$ cat src/rtl/sys_defs.sv
// Shared types for the multi-slot commit stage: ROB head entries, commit packets,
// memory sizes and the store-handshake FSM states.
package sys_defs;

    localparam logic [4:0] ZERO_REG = 5'd0;

    typedef enum logic [1:0] {
        MEM_BYTE   = 2'd0,
        MEM_HALF   = 2'd1,
        MEM_WORD   = 2'd2,
        MEM_DOUBLE = 2'd3
    } MEM_SIZE;

    typedef struct packed {
        logic        valid;
        logic [31:0] value;
        logic [4:0]  dest_reg;
        logic [31:0] dest_addr;
        MEM_SIZE     mem_size;
        logic        is_store;
    } ROB_ENTRY;

    typedef struct packed {
        logic        valid;
        logic [31:0] data_out;
        logic [31:0] mem_address;
        MEM_SIZE     mem_size;
        logic        wr_mem;
        logic [4:0]  reg_wr_idx_out;
        logic        reg_wr_en_out;
    } COMMIT_PACKET;

    typedef enum logic [1:0] {
        IDLE    = 2'd0,
        ST_REQ  = 2'd1,
        ST_WAIT = 2'd2
    } commit_state_e;

endpackage

$ cat src/rtl/commit_select.sv
// Combinational prefix scan over the ROB head: counts leading ready non-stores
// and flags a ready store sitting in slot 0.
module commit_select #(
    parameter int COMMIT_WIDTH = 2,
    parameter int CNTW         = $clog2(COMMIT_WIDTH + 1)
) (
    input  logic [COMMIT_WIDTH-1:0] valid,
    input  logic [COMMIT_WIDTH-1:0] ready,
    input  logic [COMMIT_WIDTH-1:0] is_store,
    output logic [CNTW-1:0]         k,
    output logic                    store_at_head
);

    logic open;

    always_comb begin
        // NOTE: every always_comb output gets a default first so no latch is inferred.
        k    = '0;
        open = 1'b1;
        for (int i = 0; i < COMMIT_WIDTH; i++) begin
            if (open && valid[i] && ready[i] && !is_store[i]) begin
                k = CNTW'(i + 1);
            end else begin
                open = 1'b0;
            end
        end
        store_at_head = valid[0] & ready[0] & is_store[0];
    end

endmodule

$ cat src/rtl/multi_commit_stage.sv
// Retires up to COMMIT_WIDTH in-order ROB head entries per cycle and serialises
// stores through a req/ready/done handshake, stalling commit while one is in flight.
module multi_commit_stage
    import sys_defs::*;
#(
    parameter  int COMMIT_WIDTH = 2,
    parameter  int CNT_W        = 64,
    localparam int CNTW         = $clog2(COMMIT_WIDTH + 1)
) (
    input  logic         clock,
    input  logic         reset,
    input  ROB_ENTRY     head_entries [COMMIT_WIDTH],
    input  logic [COMMIT_WIDTH-1:0] head_ready,
    output logic [CNTW-1:0]  rob_retire_cnt,
    output COMMIT_PACKET cmt_packets_out [COMMIT_WIDTH],
    output logic         mem_req_valid,
    output logic [31:0]  mem_req_addr,
    output logic [31:0]  mem_req_data,
    output MEM_SIZE      mem_req_size,
    input  logic         mem_req_ready,
    input  logic         mem_done,
    output logic [CNT_W-1:0] retired_count
);

    commit_state_e state;
    logic [COMMIT_WIDTH-1:0] slot_valid, slot_store;
    logic [CNTW-1:0] sel_k;
    logic store_at_head;
    logic store_commit;

    always_comb begin
        for (int i = 0; i < COMMIT_WIDTH; i++) begin
            slot_valid[i] = head_entries[i].valid;
            slot_store[i] = head_entries[i].is_store;
        end
    end

    commit_select #(
        .COMMIT_WIDTH (COMMIT_WIDTH),
        .CNTW         (CNTW)
    ) u_select (
        .valid         (slot_valid),
        .ready         (head_ready),
        .is_store      (slot_store),
        .k             (sel_k),
        .store_at_head (store_at_head)
    );

    // A store retires in the cycle mem_done is seen after (or with) acceptance.
    assign store_commit = ((state == ST_REQ) && mem_req_ready && mem_done) ||
                          ((state == ST_WAIT) && mem_done);

    always_comb begin
        rob_retire_cnt = '0;
        if (!reset) begin
            if (state == IDLE)     rob_retire_cnt = sel_k;
            else if (store_commit) rob_retire_cnt = CNTW'(1);
        end
    end

    // NOTE: sequential state uses non-blocking assignments only.
    always_ff @(posedge clock) begin
        if (reset) begin
            state         <= IDLE;
            mem_req_valid <= 1'b0;
            mem_req_addr  <= '0;
            mem_req_data  <= '0;
            mem_req_size  <= MEM_BYTE;
            retired_count <= '0;
            for (int i = 0; i < COMMIT_WIDTH; i++) cmt_packets_out[i] <= '0;
        end else begin
            retired_count <= retired_count + CNT_W'(rob_retire_cnt);
            for (int i = 0; i < COMMIT_WIDTH; i++) cmt_packets_out[i] <= '0;

            if (store_commit) begin
                cmt_packets_out[0].valid       <= 1'b1;
                cmt_packets_out[0].data_out    <= mem_req_data;
                cmt_packets_out[0].mem_address <= mem_req_addr;
                cmt_packets_out[0].mem_size    <= mem_req_size;
                cmt_packets_out[0].wr_mem      <= 1'b1;
            end

            unique case (state)
                IDLE: begin
                    for (int i = 0; i < COMMIT_WIDTH; i++) begin
                        if (CNTW'(i) < sel_k) begin
                            cmt_packets_out[i].valid          <= 1'b1;
                            cmt_packets_out[i].data_out       <= head_entries[i].value;
                            cmt_packets_out[i].mem_address    <= head_entries[i].dest_addr;
                            cmt_packets_out[i].mem_size       <= head_entries[i].mem_size;
                            cmt_packets_out[i].reg_wr_idx_out <= head_entries[i].dest_reg;
                            cmt_packets_out[i].reg_wr_en_out  <= (head_entries[i].dest_reg != ZERO_REG);
                        end
                    end
                    if (store_at_head) begin
                        mem_req_valid <= 1'b1;
                        mem_req_addr  <= head_entries[0].dest_addr;
                        mem_req_data  <= head_entries[0].value;
                        mem_req_size  <= head_entries[0].mem_size;
                        state         <= ST_REQ;
                    end
                end
                ST_REQ: begin
                    if (mem_req_ready) begin
                        mem_req_valid <= 1'b0;
                        state         <= mem_done ? IDLE : ST_WAIT;
                    end
                end
                ST_WAIT: begin
                    if (mem_done) state <= IDLE;
                end
                default: state <= IDLE;
            endcase
        end
    end

endmodule

$ cat config.mk
export PLATFORM = sky130hd
export DESIGN_NAME = multi_commit_stage
export DESIGN_NICKNAME = d
export VERILOG_FILES = /design/src/rtl/sys_defs.sv /design/src/rtl/commit_select.sv /design/src/rtl/multi_commit_stage.sv
export SDC_FILE = /design/constraint.sdc
export NUM_CORES = 1
export LEC_CHECK = 0
export BUFFER_PORTS_ARGS = -buffer_cell sky130_fd_sc_hd__buf_4
export CAP_MARGIN = 10
export CORE_AREA = 2 2 166 168
export DETAILED_ROUTE_END_ITERATION = 8
export DIE_AREA = 0 0 168 170
export GPL_TIMING_DRIVEN = 0
export HOLD_SLACK_MARGIN = 0.05
export PLACE_DENSITY = 0.65
export SLEW_MARGIN = 20
export SYNTH_ARGS = -nofsm -noshare
export SYNTH_HDL_FRONTEND = slang
export SYNTH_SLANG_ARGS = --single-unit
export TNS_END_PERCENT = 10
$ cat constraint.sdc
create_clock -name clock -period 4 [get_ports clock]
set_clock_uncertainty 0.05 [all_clocks]
set_input_delay 0.4 -clock clock [delete_from_list [all_inputs] [get_ports clock]]
set_output_delay 0.4 -clock clock [all_outputs]
set_load 0.01 [all_outputs]
Yosys cells after proc, flatten, opt, wreduce, memory -nomap -nowiden
Index checks and enable logic that the tools add are counted.
Word-level totals
  bits in registers: 281
  input port bits: 152
  output and inout port bits: 281
  logic and storage cells: 72
Operators by class
  add/subtract/negate cells: 1
  order comparisons: 2
  equality and inequality tests: 5
  multiplexer cells: 18
  bitwise logic cells: 5
  reduce and logical (&&, ||, !) cells: 21
Operator list (number)
  67-bit two-way mux: 3
  68-bit two-way mux: 1
  64-bit by 2-bit adder with 64-bit output: 1
  2-bit two-way mux: 7
  5-bit nonzero test: 2
  1-bit logical AND: 8
  2-bit inequality test (second input constant): 3
  2-bit one-hot mux with 3 select lines: 1
  3-bit AND reduction: 2
  3-bit OR reduction: 2
  1-bit two-way mux: 5
  1-bit by 2-bit less-than comparator with 1-bit output (first input constant): 2
  1-bit NOT: 3
  1-bit AND: 2
  2-bit by 1-bit == test with 1-bit output (second input constant): 1
  2-bit == test (second input constant): 1
  1-bit logical NOT: 2
  2-bit logical NOT: 1
  1-bit one-hot mux with 2 select lines: 1
  2-bit AND reduction: 1
  2-bit nonzero test: 1
  2-bit OR reduction: 1
  1-bit logical OR: 1

Depth between registers and ports, before layout
Gate-level depths: netlist (run 1).
  depth in word-level cells: 10
  mapped depth: 16
  depth with buffers taken out: 11

By module
Synthesis (run 1) repeated with hierarchy kept, for this count alone.
Second synthesis, totals
  cell total of the unflattened synthesis: 1013
  area, all modules: 9754.4 um^2
By module, submodules not included
  multi_commit_stage: times used 1, cells an instance 1007, area an instance 9709.3 um^2, seq. area each 5605.4 um^2
  commit_select: times used 1, cells an instance 6, area an instance 45.0 um^2, seq. area each 0.0 um^2

Worst setup path after synthesis (run 1)
No wires, ideal clock.
  path type: flip-flop to flip-flop
  from: reg state[1]
  to: reg retired_count[33]
  library setup time: 0.123 ns
  arrival: 3.179 ns
  data required time: 3.827 ns
  path slack: 0.647 ns
  cell stages (with the launch flop): 15
  buffers on the path: 5
  clock period less this slack: 3.353 ns
  path through: dfxtp_1 > buf_6 > mux2_2 > nor2_1 > and2_1 > clkbuf_1 > clkbuf_1 > o21bai_1 > ha_1 > a41oi_2 > or2_1 > buf_6 > buf_2 > nor4_1 > mux2_1
Between the ends
  cells in the longest elaborated chain, start to end: 8
  elaborated cells between the ends (all ways): 11
  those cells by class: add/sub: 1; eq/ne: 2; mux: 3; reduce/logical: 5
RTL lines
  start: declaration: line multi_commit_stage.sv:25  | commit_state_e state;
  start signal: assignment: line multi_commit_stage.sv:106  | state <= mem_done ? IDLE : ST_WAIT;
  2-bit by 1-bit == test with 1-bit output: line multi_commit_stage.sv:50  | assign store_commit = ((state == ST_REQ) && mem_req_ready && mem_done) ||
  1-bit logical AND (2 in a row): line multi_commit_stage.sv:50
  1-bit logical OR: line multi_commit_stage.sv:50
  1-bit two-way mux: line multi_commit_stage.sv:57  | else if (store_commit) rob_retire_cnt = CNTW'(1);
  2-bit two-way mux *: line multi_commit_stage.sv:56  | if (state == IDLE) rob_retire_cnt = sel_k;
  2-bit two-way mux *: line multi_commit_stage.sv:55  | if (!reset) begin
  net rob_retire_cnt[0]: line multi_commit_stage.sv:14  | output logic [CNTW-1:0] rob_retire_cnt,
  64-bit by 2-bit adder with 64-bit output *: line multi_commit_stage.sv:72  | retired_count <= retired_count + CNT_W'(rob_retire_cnt);
  end signal: assignment: line multi_commit_stage.sv:72
  end: declaration: line multi_commit_stage.sv:22  | output logic [CNT_W-1:0] retired_count
The timed path passes the listed nets; every way through them passes the cells marked *.
A chain may end at the register's enable or synchronous reset.

Final worst setup path (run 1)
  from: reg state[0]
  to: reg retired_count[33]
Between the ends
  cells in the longest elaborated chain, start to end: 8
  elaborated cells between the ends (all ways): 11
  those cells by class: add/sub: 1; eq/ne: 2; mux: 3; reduce/logical: 5
RTL lines (line)
  2-bit by 1-bit == test with 1-bit output: multi_commit_stage.sv:50
  1-bit logical AND (2 in a row): multi_commit_stage.sv:50
  1-bit logical OR: multi_commit_stage.sv:50
  1-bit two-way mux: multi_commit_stage.sv:57
  2-bit two-way mux *: multi_commit_stage.sv:56
  2-bit two-way mux *: multi_commit_stage.sv:55
  64-bit by 2-bit adder with 64-bit output *: multi_commit_stage.sv:72
Mark *: on every way between the ends. The rest lies on a longest branch, timed or not.

==> results of run 1 <==
==> final timing paths <==
path | start | end | slack [ps] | cells after the start
hold / removal | head_entries[65] | cmt_packets_out[66] | 70 | 2
setup reg to reg | state[0] | retired_count[33] | 300 | 14
hold reg to reg | mem_req_data[4] | mem_req_data[4] | 420 | 2
setup / recovery | state[0] | retired_count[33] | 300 | 14
==> synth_stat cells, types with 3 or more instances <==
cell type  number  area, sq um
nand3_1        30          150
nor4_1          6         37.5
a22o_1         66          578
clkbuf_1       60          225
or3_1          12         75.1
and2_1         77          482
a21oi_1       113          566
and4_1          6         52.6
o41ai_1         3         26.3
nor2b_1         7         43.8
xnor2_1         9         78.8
nor2_1         28          105
nor4_2          3         37.5
o21ai_0         8         40.0
or4_1          33          248
nand2_1       158          593
and3_1         18          113
dfxtp_1       280         5610
buf_6           3         33.8
or2_1           3         18.8
xor2_1          5         43.8
nand4_1        27          169
o31ai_1        30          225
buf_1           7         26.3
nor3_1          9         45.0
inv_1           5         18.8
buf_2           3         15.0
o21ai_1         3         15.0
==> state kept, by name, indices dropped and copies added, names as in the netlist <==
| signal | count |
|---|---|
| mem_req_data | 32 |
| mem_req_valid | 1 |
| state | 2 |
| retired_count | 64 |
| mem_req_size | 2 |
| mem_req_addr | 32 |
| cmt_packets_out | 147 |
==> routing by layer <==
layer  vias to the layer above  part of all wire [%]  wire length, um  global-route usage, %
met5                         -                     0                0                      0
met4                         0                   4.2             1580                   10.2
met3                        82                   6.8             2570                   5.16
met2                       373                    49            18600                   44.4
met1                      4875                    40            15100                   29.8
li1                       4908                     -                -                      -
==> cells by family after synthesis <==
kind of cell,synth area share (%)
simple gates,22.7
flops,56.2
compound gates,15.8
buf+inv,3.35
xor+xnor,1.23
mux,0.452
fa+ha+maj,0.251
other cells,0.0376
==> layout make-up <==
type	instances	area share, %
tap	341	2.67
clock buffer	39	5.21
timing repair buffer	571	29.0
inverter	5	0.117
clock inverter	12	0.751
antenna	1	0.0156
multi-input combinational	684	25.2
sequential	280	35.0
buffer	73	1.99
==> worst register-to-register path, delay by kind of cell, from the launching register on <==
kind	cells	cell delay (ps)
buf+inv	4	800
fa+ha+maj	1	290
mux	2	620
simple gates	5	1140
flops	1	300
compound gates	2	370
==> power by group <==
group | leakage [nW] | internal, mW | switching [mW]
clock | 0.476 | 1.58 | 1.14
sequential | 2.26 | 2.83 | 0.0241
combinational | 4.03 | 0.267 | 0.194
total | 6.77 | 4.68 | 1.35
==> what timing repair did <==
item | 4_1_cts | 5_1_grt
hold buffers | 140 | 0
gates resized for setup | 4 | 9
endpoints found under the setup margin | 44 | 42
endpoints found under the hold margin | 200 | 0
==> placed cells by master, fill, tap and decap left out, types with 5 or more instances in the layout <==
cell and count:
o21ai_0 8, clkbuf_8 7, dlygate4sd3_1 140, and4_1 6, inv_1 5, dfxtp_1 280, nand2_1 158, and2_1 77
or3_1 12, buf_4 433, a21oi_1 113, and3_1 18, buf_1 7, nor2_1 27, nand3_1 30, nand4_1 27
clkbuf_2 5, nor3_1 9, a22o_1 66, o31ai_1 30, xnor2_1 9, xor2_1 5, clkbuf_1 55, clkbuf_16 29
nor4_1 6, nor2b_1 7, clkinv_2 7, or4_1 33
==> impl_metrics.env, run 1 <==
export IMPL_utilization_pct=60.0
export IMPL_cp_required_ps=4380
export IMPL_multi_input_area_sq_mm=0.00404
export IMPL_design_area_sq_mm=0.0160
export IMPL_fp_dieArea_sq_mm=0.0286
export IMPL_place_congestion=0.834
export IMPL_rows=60
export IMPL_vias=10200
export IMPL_ys_seq_area_share_pct=56.2
export IMPL_async_flop_share_pct=0
export IMPL_antenna_left=0
export IMPL_start_util_pct=37.4
export IMPL_status="completed"
export IMPL_place_inst=1816
export IMPL_crit_type="reg -> reg"
export IMPL_power_density_mw_per_mm2=377
export IMPL_clkTransAtPathRegs_ps=60
export IMPL_finalWorstSetupSlack_ps=299
export IMPL_root_buffer="clkbuf_16"
export IMPL_drt_wl_total_um=37900
export IMPL_slew_viol_final=0
export IMPL_avgViaCountPerCell=5.10
export IMPL_period_share_pct=92.5
export IMPL_die_h_um=170
export IMPL_postSynthCellCount=1044
export IMPL_crit_arrival_ps=4080
export IMPL_cts_max_level=1
export IMPL_syn_area_sq_mm=0.00997
export IMPL_whs_ps=66.9
export IMPL_grt_pass1_vias=9986
export IMPL_rsz0062_at_grt="no"
export IMPL_yosysWarnings=0
export IMPL_drc=0
export IMPL_synth_distinct_cells=51
export IMPL_synth_edf_count=0
export IMPL_cts_sinks=280
export IMPL_crit_path_cell_trace="buf_2, nand2_1, mux2_2, nor2_1, and2_1, clkbuf_4, o21bai_1, ha_1, a41oi_2, or2_1, buf_6, buf_2, nor4_1, mux2_1"
export IMPL_fmax_mhz=270
export IMPL_maxSlewHeadroom_pct=53.0
export IMPL_setup_tns_ps=0
export IMPL_finalNetCount=1798
export IMPL_critPathMaxStageDelay_ps=380
export IMPL_grt_max_degree=15
export IMPL_clockBufferDepth=3
export IMPL_core_sq_mm=0.0267
export IMPL_ys_flop_type="dfxtp_1"
export IMPL_drive_above_1_share_pct=30.5
export IMPL_syn_nets=1198
export IMPL_finalSetupViolations=0
export IMPL_cts_tree="done"
export IMPL_dp_hpwl_um=27400
export IMPL_crit_top_cell="buf_2"
export IMPL_synth_area_per_cell_sq_um=9.55
export IMPL_cp_start_kind="flip-flop"
export IMPL_portBuffers=431
export IMPL_overflow=0
export IMPL_die_w_um=168
export IMPL_ff_latch_area_sq_mm=0.00561
export IMPL_cp_max_fo=10
export IMPL_grt_usage_pct=25.1
export IMPL_wl_per_cell_um=18.9
export IMPL_power_leakage_nw=6.77
export IMPL_synth_seq_cells=280
export IMPL_ios=433
export IMPL_fillCellCount=2244
export IMPL_ir_drop_mv=0.258
export IMPL_antenna_found_initial=1
export IMPL_stdcell_count=2006
export IMPL_critPathCaptureType="flip-flop"
export IMPL_syn2layout_area_growth_pct=60.4
export IMPL_cap_violations=0
export IMPL_hold_viol=0
export IMPL_path_delay_family="simple AND/OR/NAND/NOR gates"
export IMPL_tightest_slew_ps=703
export IMPL_cp_num_buf_inv=4
export IMPL_pre_cts_ws_ps=-632
export IMPL_hp_class="in -> reg"
export IMPL_cts_setup_buffers=0
export IMPL_insertion_delay_ps=550
export IMPL_power_mw=6.03
export IMPL_placed_area_sq_mm=0.0136
export IMPL_drt_pass1_iterations=5
export IMPL_finalCriticalPeriod_ps=3700
export IMPL_numCtsBuffers=29
export IMPL_cp_slowest_cell="nor4_1"
export IMPL_drtIter0Drc=556
export IMPL_grt_pass1_wl_um=56800
(Power assumes the default switching activity.)
==> inputs of run 2 (changes only) <==
--- a/config.mk
+++ b/config.mk
@@ -12,7 +12,7 @@
 export DIE_AREA = 0 0 168 170
 export GPL_TIMING_DRIVEN = 0
 export HOLD_SLACK_MARGIN = 0.05
-export PLACE_DENSITY = 0.65
+export PLACE_DENSITY = 0.76
 export SLEW_MARGIN = 20
 export SYNTH_ARGS = -nofsm -noshare
 export SYNTH_HDL_FRONTEND = slang
==> run 2 against run 1 <==
Effect of this change:
- clock power rose by 5%
- via count rose by 4.4%
- setup slack lost 12 ps
- register-to-register slack about the same
- sequential power about the same
- routed wire length is 4.3% higher
- cell area rose by 0.33%
- die area stayed put
- combinational power rose by 1%
- critical endpoint is now retired_count[12]
==> impl_metrics.env, run 2 (same netlist as run 1, synthesis figures left out) <==
export IMPL_grt_usage_pct=26.0
export IMPL_slew_viol_final=0
export IMPL_cp_required_ps=4370
export IMPL_die_w_um=168
export IMPL_fp_dieArea_sq_mm=0.0286
export IMPL_finalNetCount=1795
export IMPL_tightest_slew_ps=721
export IMPL_ff_latch_area_sq_mm=0.00561
export IMPL_setup_tns_ps=0
export IMPL_place_congestion=0.856
export IMPL_rows=60
export IMPL_grt_max_degree=16
export IMPL_avgViaCountPerCell=5.31
export IMPL_finalCriticalPeriod_ps=3710
export IMPL_drtIter0Drc=995
export IMPL_hp_class="in -> reg"
export IMPL_overflow=0
export IMPL_cts_setup_buffers=0
export IMPL_cts_sinks=280
export IMPL_largest_register_ffs=147
export IMPL_vias=10700
export IMPL_antenna_found_initial=8
export IMPL_whs_ps=68.5
export IMPL_finalSetupViolations=0
export IMPL_p_seq_share_pct=46.2
export IMPL_critPathCaptureType="flip-flop"
export IMPL_maxSlewHeadroom_pct=51.5
export IMPL_status="completed"
export IMPL_grt_pass1_vias=10400
export IMPL_dp_hpwl_um=27500
export IMPL_numCtsBuffers=29
export IMPL_crit_arrival_ps=4080
export IMPL_largest_register="cmt_packets_out"
export IMPL_p_comb_share_pct=7.6
export IMPL_start_util_pct=37.4
export IMPL_root_buffer="clkbuf_16"
export IMPL_p_int_mw=4.77
export IMPL_largestRegisters="cmt_packets_out x147, retired_count x64"
export IMPL_portBuffers=431
export IMPL_clkTransAtPathRegs_ps=70
export IMPL_cts_max_level=1
export IMPL_grt_pass1_wl_um=58500
export IMPL_clockBufferDepth=3
export IMPL_drc=0
export IMPL_p_clk_share_pct=46.3
export IMPL_drive_above_1_share_pct=30.8
export IMPL_hold_viol=0
export IMPL_wl_per_cell_um=19.6
export IMPL_multi_input_area_sq_mm=0.00404
export IMPL_core_sq_mm=0.0267
export IMPL_cp_start_kind="flip-flop"
export IMPL_drt_wl_total_um=39500
export IMPL_power_leakage_nw=6.77
export IMPL_layout_common_cells="buf_4 (434), dfxtp_1 (280), nand2_1 (158), dlygate4sd3_1 (136), a21oi_1 (113)"
export IMPL_fmax_mhz=269
export IMPL_crit_type="reg -> reg"
export IMPL_cap_violations=0
export IMPL_design_area_sq_mm=0.0161
export IMPL_ios=433
export IMPL_syn2layout_area_growth_pct=60.9
export IMPL_placed_area_sq_mm=0.0136
export IMPL_antenna_left=0
export IMPL_drt_pass1_iterations=5
export IMPL_rsz0062_at_grt="no"
export IMPL_fillCellCount=2117
export IMPL_die_h_um=170
export IMPL_insertion_delay_ps=550
export IMPL_period_share_pct=92.8
export IMPL_ir_drop_mv=0.264
export IMPL_cts_tree="done"
export IMPL_p_switching_mw=1.41
export IMPL_layout_commonest_cell="buf_4"
export IMPL_cp_max_fo=10
export IMPL_swShare_pct=22.8
export IMPL_power_density_mw_per_mm2=385
## run 2: area by class of cell
class | instances | share of cell area (%)
inverters | 5 | 0.117
multi-input cells | 684 | 25.2
well taps | 341 | 2.66
repair buffers | 567 | 28.6
clock buffers | 35 | 4.91
plain buffers | 74 | 2.00
clock inverters | 19 | 1.45
flip-flops and latches | 280 | 34.9
diodes | 7 | 0.109
## run 2: path summary, 6_finish.rpt
kind / slack, ps / depth (start not counted) / endpoint / start
setup / recovery: 290 / 14 / retired_count[12] / state[0]
hold / removal: 70 / 2 / cmt_packets_out[124] / head_entries[122]
setup reg to reg: 290 / 14 / retired_count[12] / state[0]
hold reg to reg: 420 / 2 / mem_req_data[9] / mem_req_data[9]
## run 2: power by group through the flow
stage                     clock network [mW]  logic [mW]  registers, mW
after CTS                               2.89       0.460           2.85
final                                   2.86       0.467           2.85
after global routing                    3.02       0.497           2.85
after floorplan                            0      0.0916           2.93
after global placement                     0       0.337           2.91
after detailed placement                   0       0.344           2.91
## run 2: routing by layer
metal | GRT usage [%] | wire [um] | up-vias
li1 | - | - | 4920
met1 | 29.5 | 14700 | 5099
met2 | 46.9 | 19800 | 541
met3 | 6.26 | 3260 | 122
met4 | 11.0 | 1720 | 2
met5 | 0 | 13 | -
## run 2: what timing repair did
item,CTS,global route
hold endpoints to repair,167,0
gates resized for setup,5,10
setup endpoints to repair,49,44
hold buffers,136,0
## run 2: critical path, cell delays in order, from the launching register on
cell and delay, ps:
dfxtp_1 300, buf_2 160, and4bb_1 250, buf_4 190, and3_1 180, clkbuf_1 390
clkbuf_2 340, xor2_1 110, ha_1 230, a41oi_2 420, clkbuf_2 340, clkbuf_2 290
nor3_1 110, xnor2_1 160, nor2_1 50
## run 2: metrics by stage
step                cells  worst slack (ps)  power, mW  util [%]
CTS                  2006              46.9       6.20      60.1
global placement     1816              -692       3.25      51.2
detailed placement   1816              -753       3.26      51.2
floorplan            1044               647       3.02         -
global route         2010              29.0       6.37      60.2
finish               2012               287       6.18      60.2
